`config.mk`:
```
export PLATFORM = sky130hd
export DESIGN_NAME = l2_mem_adapter
export DESIGN_NICKNAME = d
export VERILOG_FILES = /design/src/rtl/l2_mem_adapter.sv
export SDC_FILE = /design/constraint.sdc
export NUM_CORES = 1
export LEC_CHECK = 0
export ABC_CLOCK_PERIOD_IN_PS = 1800
export CORE_ASPECT_RATIO = 1.75
export CORE_MARGIN = 4
export CORE_UTILIZATION = 36
export DETAILED_ROUTE_END_ITERATION = 7
export PLACE_DENSITY = 0.86
export SETUP_SLACK_MARGIN = 0.02
export SYNTH_ARGS = -nofsm -noshare
export SYNTH_HDL_FRONTEND = slang
export SYNTH_SLANG_ARGS = --single-unit
```
`constraint.sdc`:
```
create_clock -name CLK -period 1.8 [get_ports CLK]
set_input_delay 0.54 -clock CLK [delete_from_list [all_inputs] [get_ports CLK]]
set_output_delay 0.54 -clock CLK [all_outputs]
set_load 0.05 [all_outputs]
```
`src/rtl/l2_mem_adapter.sv`:
```
// rtl/l2_mem_adapter.sv - L2 request to busy-handshaked memory bus adapter with watchdog
module l2_mem_adapter #(
    parameter int TIMEOUT_CYCLES = 64,
    parameter bit CHECK_ALIGN    = 1'b1
) (
    input  logic        CLK,
    input  logic        RST,
    input  logic        l2REN,
    input  logic        l2WEN,
    input  logic [31:0] l2addr,
    input  logic [31:0] l2store,
    input  logic [3:0]  l2_byte_en,
    output logic [1:0]  l2state,
    output logic [31:0] l2load,
    output logic        l2error,
    output logic        mem_ren,
    output logic        mem_wen,
    output logic [31:0] mem_addr,
    output logic [31:0] mem_wdata,
    output logic [3:0]  mem_byte_en,
    input  logic [31:0] mem_rdata,
    input  logic        mem_busy,
    input  logic        mem_error
);

    // Encoding matches l2_state_t so the state register drives l2state directly.
    typedef enum logic [1:0] {
        FREE   = 2'd0,
        BUSY   = 2'd1,
        ACCESS = 2'd2,
        ERR    = 2'd3
    } state_t;

    localparam int CNT_W = (TIMEOUT_CYCLES > 2) ? $clog2(TIMEOUT_CYCLES) : 1;
    localparam logic [CNT_W-1:0] CNT_LAST = CNT_W'(TIMEOUT_CYCLES - 1);

    state_t           state;
    state_t           next_state;
    logic             start;
    logic             complete;
    logic             timeout;
    logic             bad_req;
    logic [CNT_W-1:0] busy_cnt;

    // A single request with no byte lanes or a misaligned word address is unservable.
    assign bad_req = (l2_byte_en == 4'b0000) ||
                     (CHECK_ALIGN && (l2addr[1:0] != 2'b00));

    // State register.
    always_ff @(posedge CLK) begin
        if (RST) begin
            state <= FREE;
        end else begin
            state <= next_state;
        end
    end

    // Next-state decode plus the one-cycle control pulses used by the datapath.
    always_comb begin
        next_state = state;
        start      = 1'b0;
        complete   = 1'b0;
        timeout    = 1'b0;
        case (state)
            FREE: begin
                if (l2REN && l2WEN) begin
                    next_state = ERR;
                end else if (l2REN || l2WEN) begin
                    if (bad_req) begin
                        next_state = ERR;
                    end else begin
                        next_state = BUSY;
                        start      = 1'b1;
                    end
                end
            end
            BUSY: begin
                // The strobe is always high in BUSY, so completion is just !mem_busy.
                if (!mem_busy) begin
                    complete   = 1'b1;
                    next_state = mem_error ? ERR : ACCESS;
                end else if (busy_cnt == CNT_LAST) begin
                    timeout    = 1'b1;
                    next_state = ERR;
                end
            end
            ACCESS: begin
                next_state = FREE;
            end
            ERR: begin
                if (!l2REN && !l2WEN) begin
                    next_state = FREE;
                end
            end
            default: begin
                next_state = FREE;
            end
        endcase
    end

    // Latched request, memory strobes, watchdog counter and read-data capture.
    always_ff @(posedge CLK) begin
        if (RST) begin
            mem_ren     <= 1'b0;
            mem_wen     <= 1'b0;
            mem_addr    <= 32'h0;
            mem_wdata   <= 32'h0;
            mem_byte_en <= 4'h0;
            l2load      <= 32'h0;
            busy_cnt    <= '0;
        end else begin
            // Latching while FREE keeps the bus fields stable through BUSY regardless of l2addr/l2store.
            if ((state == FREE) && (l2REN ^ l2WEN)) begin
                mem_addr    <= l2addr;
                mem_wdata   <= l2store;
                mem_byte_en <= l2_byte_en;
            end
            if (start) begin
                mem_ren  <= l2REN;
                mem_wen  <= l2WEN;
                busy_cnt <= '0;
            end else if (complete || timeout) begin
                mem_ren <= 1'b0;
                mem_wen <= 1'b0;
            end
            if ((state == BUSY) && mem_busy) begin
                busy_cnt <= busy_cnt + CNT_W'(1);
            end
            if (complete && !mem_error && mem_ren) begin
                l2load <= mem_rdata;
            end
        end
    end

    assign l2state = state;
    assign l2error = (state == ERR);

endmodule

```
### Yosys cells after proc, flatten, opt, wreduce, memory -nomap -nowiden

Cells that the tools add are included.
W data, S select, Z words.

* register bits: 110
* bits of input ports: 106
* output and inout port bits: 105
* word-level logic and storage cells: 57

* $add $sub $neg: 1
* equal/unequal tests: 7
* mux-type cells: 22
* bitwise operators: 1
* reductions and logical operators: 18

Operators with widths (number)
* $mux W1: 13
* $mux W2: 6
* $mux W6: 2
* $pmux W2 S4: 1
* $add A6 B1 Y6 const B: 1
* $eq A6 B6 Y1 const B: 1
* $logic_and A1 B1 Y1: 6
* $ne A3 B3 Y1 const B: 2
* $reduce_bool A2 Y1: 3
* $eq A2 B2 Y1 const B: 2
* $logic_not A4 Y1: 1
* $logic_not A1 Y1: 3
* $logic_or A1 B1 Y1: 3
* $reduce_and A3 Y1: 1
* $eq A2 B1 Y1 const B: 1
* $logic_not A2 Y1: 1
* $ne A2 B1 Y1 const B: 1
* $xor A1 B1 Y1: 1

### Depth between registers and ports, before layout

* depth in word-level cells: 8
* depth in mapped cells: 8
* depth with buffers taken out: 5

### Worst setup path before layout

Ideal clock, no wire load.

* path kind: reg2out
* start: reg state[1] (netlist: l2state[1])
* end: out l2error
* arrival: 1.370 ns
* required time: 1.260 ns
* setup slack: -0.110 ns
* stages on the path, launching flop included: 3
* path through: dfxtp_1 -> buf_2 -> and2_1

* longest elaborated chain between the ends: 1

RTL lines
* from (decl): RTL line 37 `state_t state;`
* from (signal assigned): RTL line 54 `state <= next_state;`
* $eq A2 B2 Y1: RTL line 136 `assign l2error = (state == ERR);`
* to (decl): RTL line 15 `output logic l2error,`

No other way between the ends.

### Final worst setup path

* start: in l2_byte_en[2]
* end: reg mem_wen

* longest elaborated chain between the ends: 7
* elaborated cells on any way between the ends: 8

RTL lines
* from (decl): RTL line 12 `input logic [3:0] l2_byte_en,`
* $logic_not A4 Y1 (*): RTL line 46 `assign bad_req = (l2_byte_en == 4'b0000) ||`
* $logic_or A1 B1 Y1 (*): RTL line 46
* $mux W1 (*): RTL line 69 `if (bad_req) begin`
* $mux W1 (*): RTL line 68 `end else if (l2REN || l2WEN) begin`
* $mux W1 (*): RTL line 66 `if (l2REN && l2WEN) begin`
* $mux W1 (*): RTL line 64 `case (state)`
* $mux W1 / $reduce_bool A2 Y1 (equally long branches)
* to (signal assigned): RTL line 120 `mem_wen <= l2WEN;`
* to (decl): RTL line 17 `output logic mem_wen,`

Mark *: on every way between the ends. The rest lies on a longest branch, timed or not.
A chain may end at the register's enable or synchronous reset.

==> metrics <==
reg-to-reg slack, setup=0.26 ns; IO Count=211; maxcap violations=0; CP max FO=3; drc violations=0; storage element area=between 0.002 and 0.0025 mm²; largest cells by area after synthesis=dfxtp_1 53%, nand2_1 13%, a21oi_1 12%; Max Freq=566 MHz; Die ar.=0.0134 mm²; Slew @ Worst Pin=0.422 ns; Post-synth EDFFs=0; Netlist cell types=36; Max VDD drop=0.000608 V; Place WS=-0.602 ns; Area growth syn-to-layout=60.7%; Min Clock Period, post-route=1.77 ns; number of global-route vias before repair=4327; Die X=between 80 and 90 µm; status=finished, final reports clean; crit start category=input port; IO buf count=210; Crit. Startpoint=l2_byte_en[2]; Seq/Total Area, Yosys=roughly 53%; placer congestion estimate=0.858; Leak=between 2 and 3 nW; DR vias=4372; ANT nets after route=0; WL per Instance=15.8 µm; WS Path Type=input port to flip-flop; flops & latches, synth=110; root buffer cell=clkbuf_16; r2r endpoint=l2load[6]; Reg2Reg Depth=4; design area=0.00670 mm²; Final Hold Fails=0; Fill cells=about 990; Die Ht=150 µm; Syn Inst Count=between 500 and 600; CTS sink count=110; CP Capture Type=flip-flop; Cell Area, Placed=0.00638 mm²; final WL=13400 µm; Final period util=98.2%; Cell Area, Synth=0.00417 mm²; dpl hpwl=10000 µm; Design Power=6.13 mW; final setup margin=between 0.03 and 0.04 ns; Syn Area/Cell=8.12 µm²; post-synth top area share=roughly 53%; Vias/cell=roughly 5.1; drt first-iter violations=181; RSZ-0062 raised after global routing=yes; Final #Nets=824; HP Class=flip-flop to flip-flop; FFs w/ async S/R, synth=0%; router iterations before antenna repair=5; Overflow after GRT=0; initial antenna violation count=0; gr usage total=19.5%; area occupied by multi-input gates=0.00179 mm²; Reg2Reg Launch Point=l2state[0]; syn_nets=a little over 600; CTS tree=built; maximum number of pins on one net before global-route repair=60; CP arrival=about 2.0 ns; Initial Utilization=37.2%; Antenna Cells=0; H-Tree Depth=3; postcts setup bufs=0; final setup vio count=0; Num CTS Buffers=9; CORE AREA=0.0112 mm²; synth warn=0; worst path required time=2.02 ns; pwr/cell area=914 mW/mm²; layout cell share with drive strength beyond 1=22.4%; Synth Flop Type=dfxtp_1; Skew-Pair Late Insertion Delay=roughly 0.34 ns; Clk pin slew, worst setup/hold paths=~0.070 ns; first-pass GRT wire length=20500 µm; Synth area leader=dfxtp_1; worst setup path endpoint=mem_wen; clock tree buffer depth=2; std cell rows=between 50 and 60; Worst Skew=0.00897 ns; Slew Viols, Final=0; Slew headroom=between 70% and 80%
## report_power, final
part | total (mW) | leakage [nW] | switching [mW] | internal, mW
registers | 2.67 | 0.897 | 0.0928 | 2.57
logic | 1.59 | 1.61 | 0.943 | 0.644
clock network | 1.87 | 0.139 | 0.915 | 0.959
## kinds of logic (layout without fill, tap and decap cells)
kind of cell,Yosys count,after routing,share of synthesized area [%]
AND/OR/NAND/NOR,199,199,21.1
buffers and inverters,49,255,4.92
flip-flops,110,110,52.8
AO/OA/AOI/OAI,153,153,20.3
adder cells (fa/ha/maj),3,3,0.900
## placed cells by master (no fill, tap or decap), drive strengths merged, types with 3 or more instances in the layout
| cell type | n |
|---|---|
| ha | 3 |
| inv | 8 |
| nand3 | 36 |
| dfxtp | 110 |
| clkinv | 4 |
| a21oi | 104 |
| clkbuf | 9 |
| dlygate4sd2 | 4 |
| o21ai | 37 |
| a311oi | 4 |
| clkdlybuf4s50 | 98 |
| nand2 | 142 |
| buf | 128 |
## per-layer routing
layer	part of all wire (%)	vias to the layer above	global-route usage (%)
met5	0	-	0
met4	3.2	0	9.39
met2	55	186	35.4
li1	-	2144	-
met3	7.0	31	4.22
met1	35	2011	20.5
## worst max-delay path, stage by stage
cell and delay (ns):
clkdlybuf4s50_1 0.43, or4_4 0.47, and3_1 0.21, o41ai_1 0.34
## synth_stat cells, drive strengths merged (2+ instances only)
library cell	number
nor2b	2
nand2	142
clkbuf	27
inv	6
nand4	2
ha	3
o21ai	37
a21oi	104
a41oi	2
and3	2
nand3	36
buf	16
dfxtp	110
nor3b	2
o41ai	2
nor2	2
a311oi	4
## stage by stage
step	utilization, %	setup TNS, ns	hold slack [ns]	instances
finish	59.7	0	0.451	852
global placement	56.8	-52.00	0.440	835
CTS	59.6	0	0.454	852
detailed placement	56.8	-55.90	0.444	835
floorplan	-	0	0.454	514
global route	59.7	0	0.473	852
## what timing repair did
item / 4_1_cts / 5_1_grt
resized for setup: 10 / 3
pin swaps: 2 / 1
setup endpoints to repair: 111 / 8
gates cloned: 1 / 0
hold buffers: 0 / 0
## state kept, by name (all words and copies together) (netlist names)
register	count
mem_addr	32
mem_byte_en	4
l2load	32
busy_cnt	6
l2state	2
mem_ren	1
mem_wdata	32
mem_wen	1
## how the worst min path moves through the flow
stage,from,end,slack [ns],cells past startpoint
final,mem_addr[3],mem_addr[3],0.45,2
after global routing,mem_wdata[2],mem_wdata[2],0.47,2
after CTS,mem_addr[3],mem_addr[3],0.45,2
after detailed placement,mem_addr[3],mem_addr[3],0.44,2
after global placement,mem_addr[1],mem_addr[1],0.44,2
after floorplan,busy_cnt[1],busy_cnt[1],0.45,2
## final cells by class
type	instances	share of cell area (%)
timing repair buffer	233	33.3
clock inverter	7	0.896
sequential	110	32.9
multi-input combinational	355	26.7
clock buffer	9	3.36
inverter	6	0.411
tap	132	2.46
Note: power is estimated with default switching activity, not from simulation.
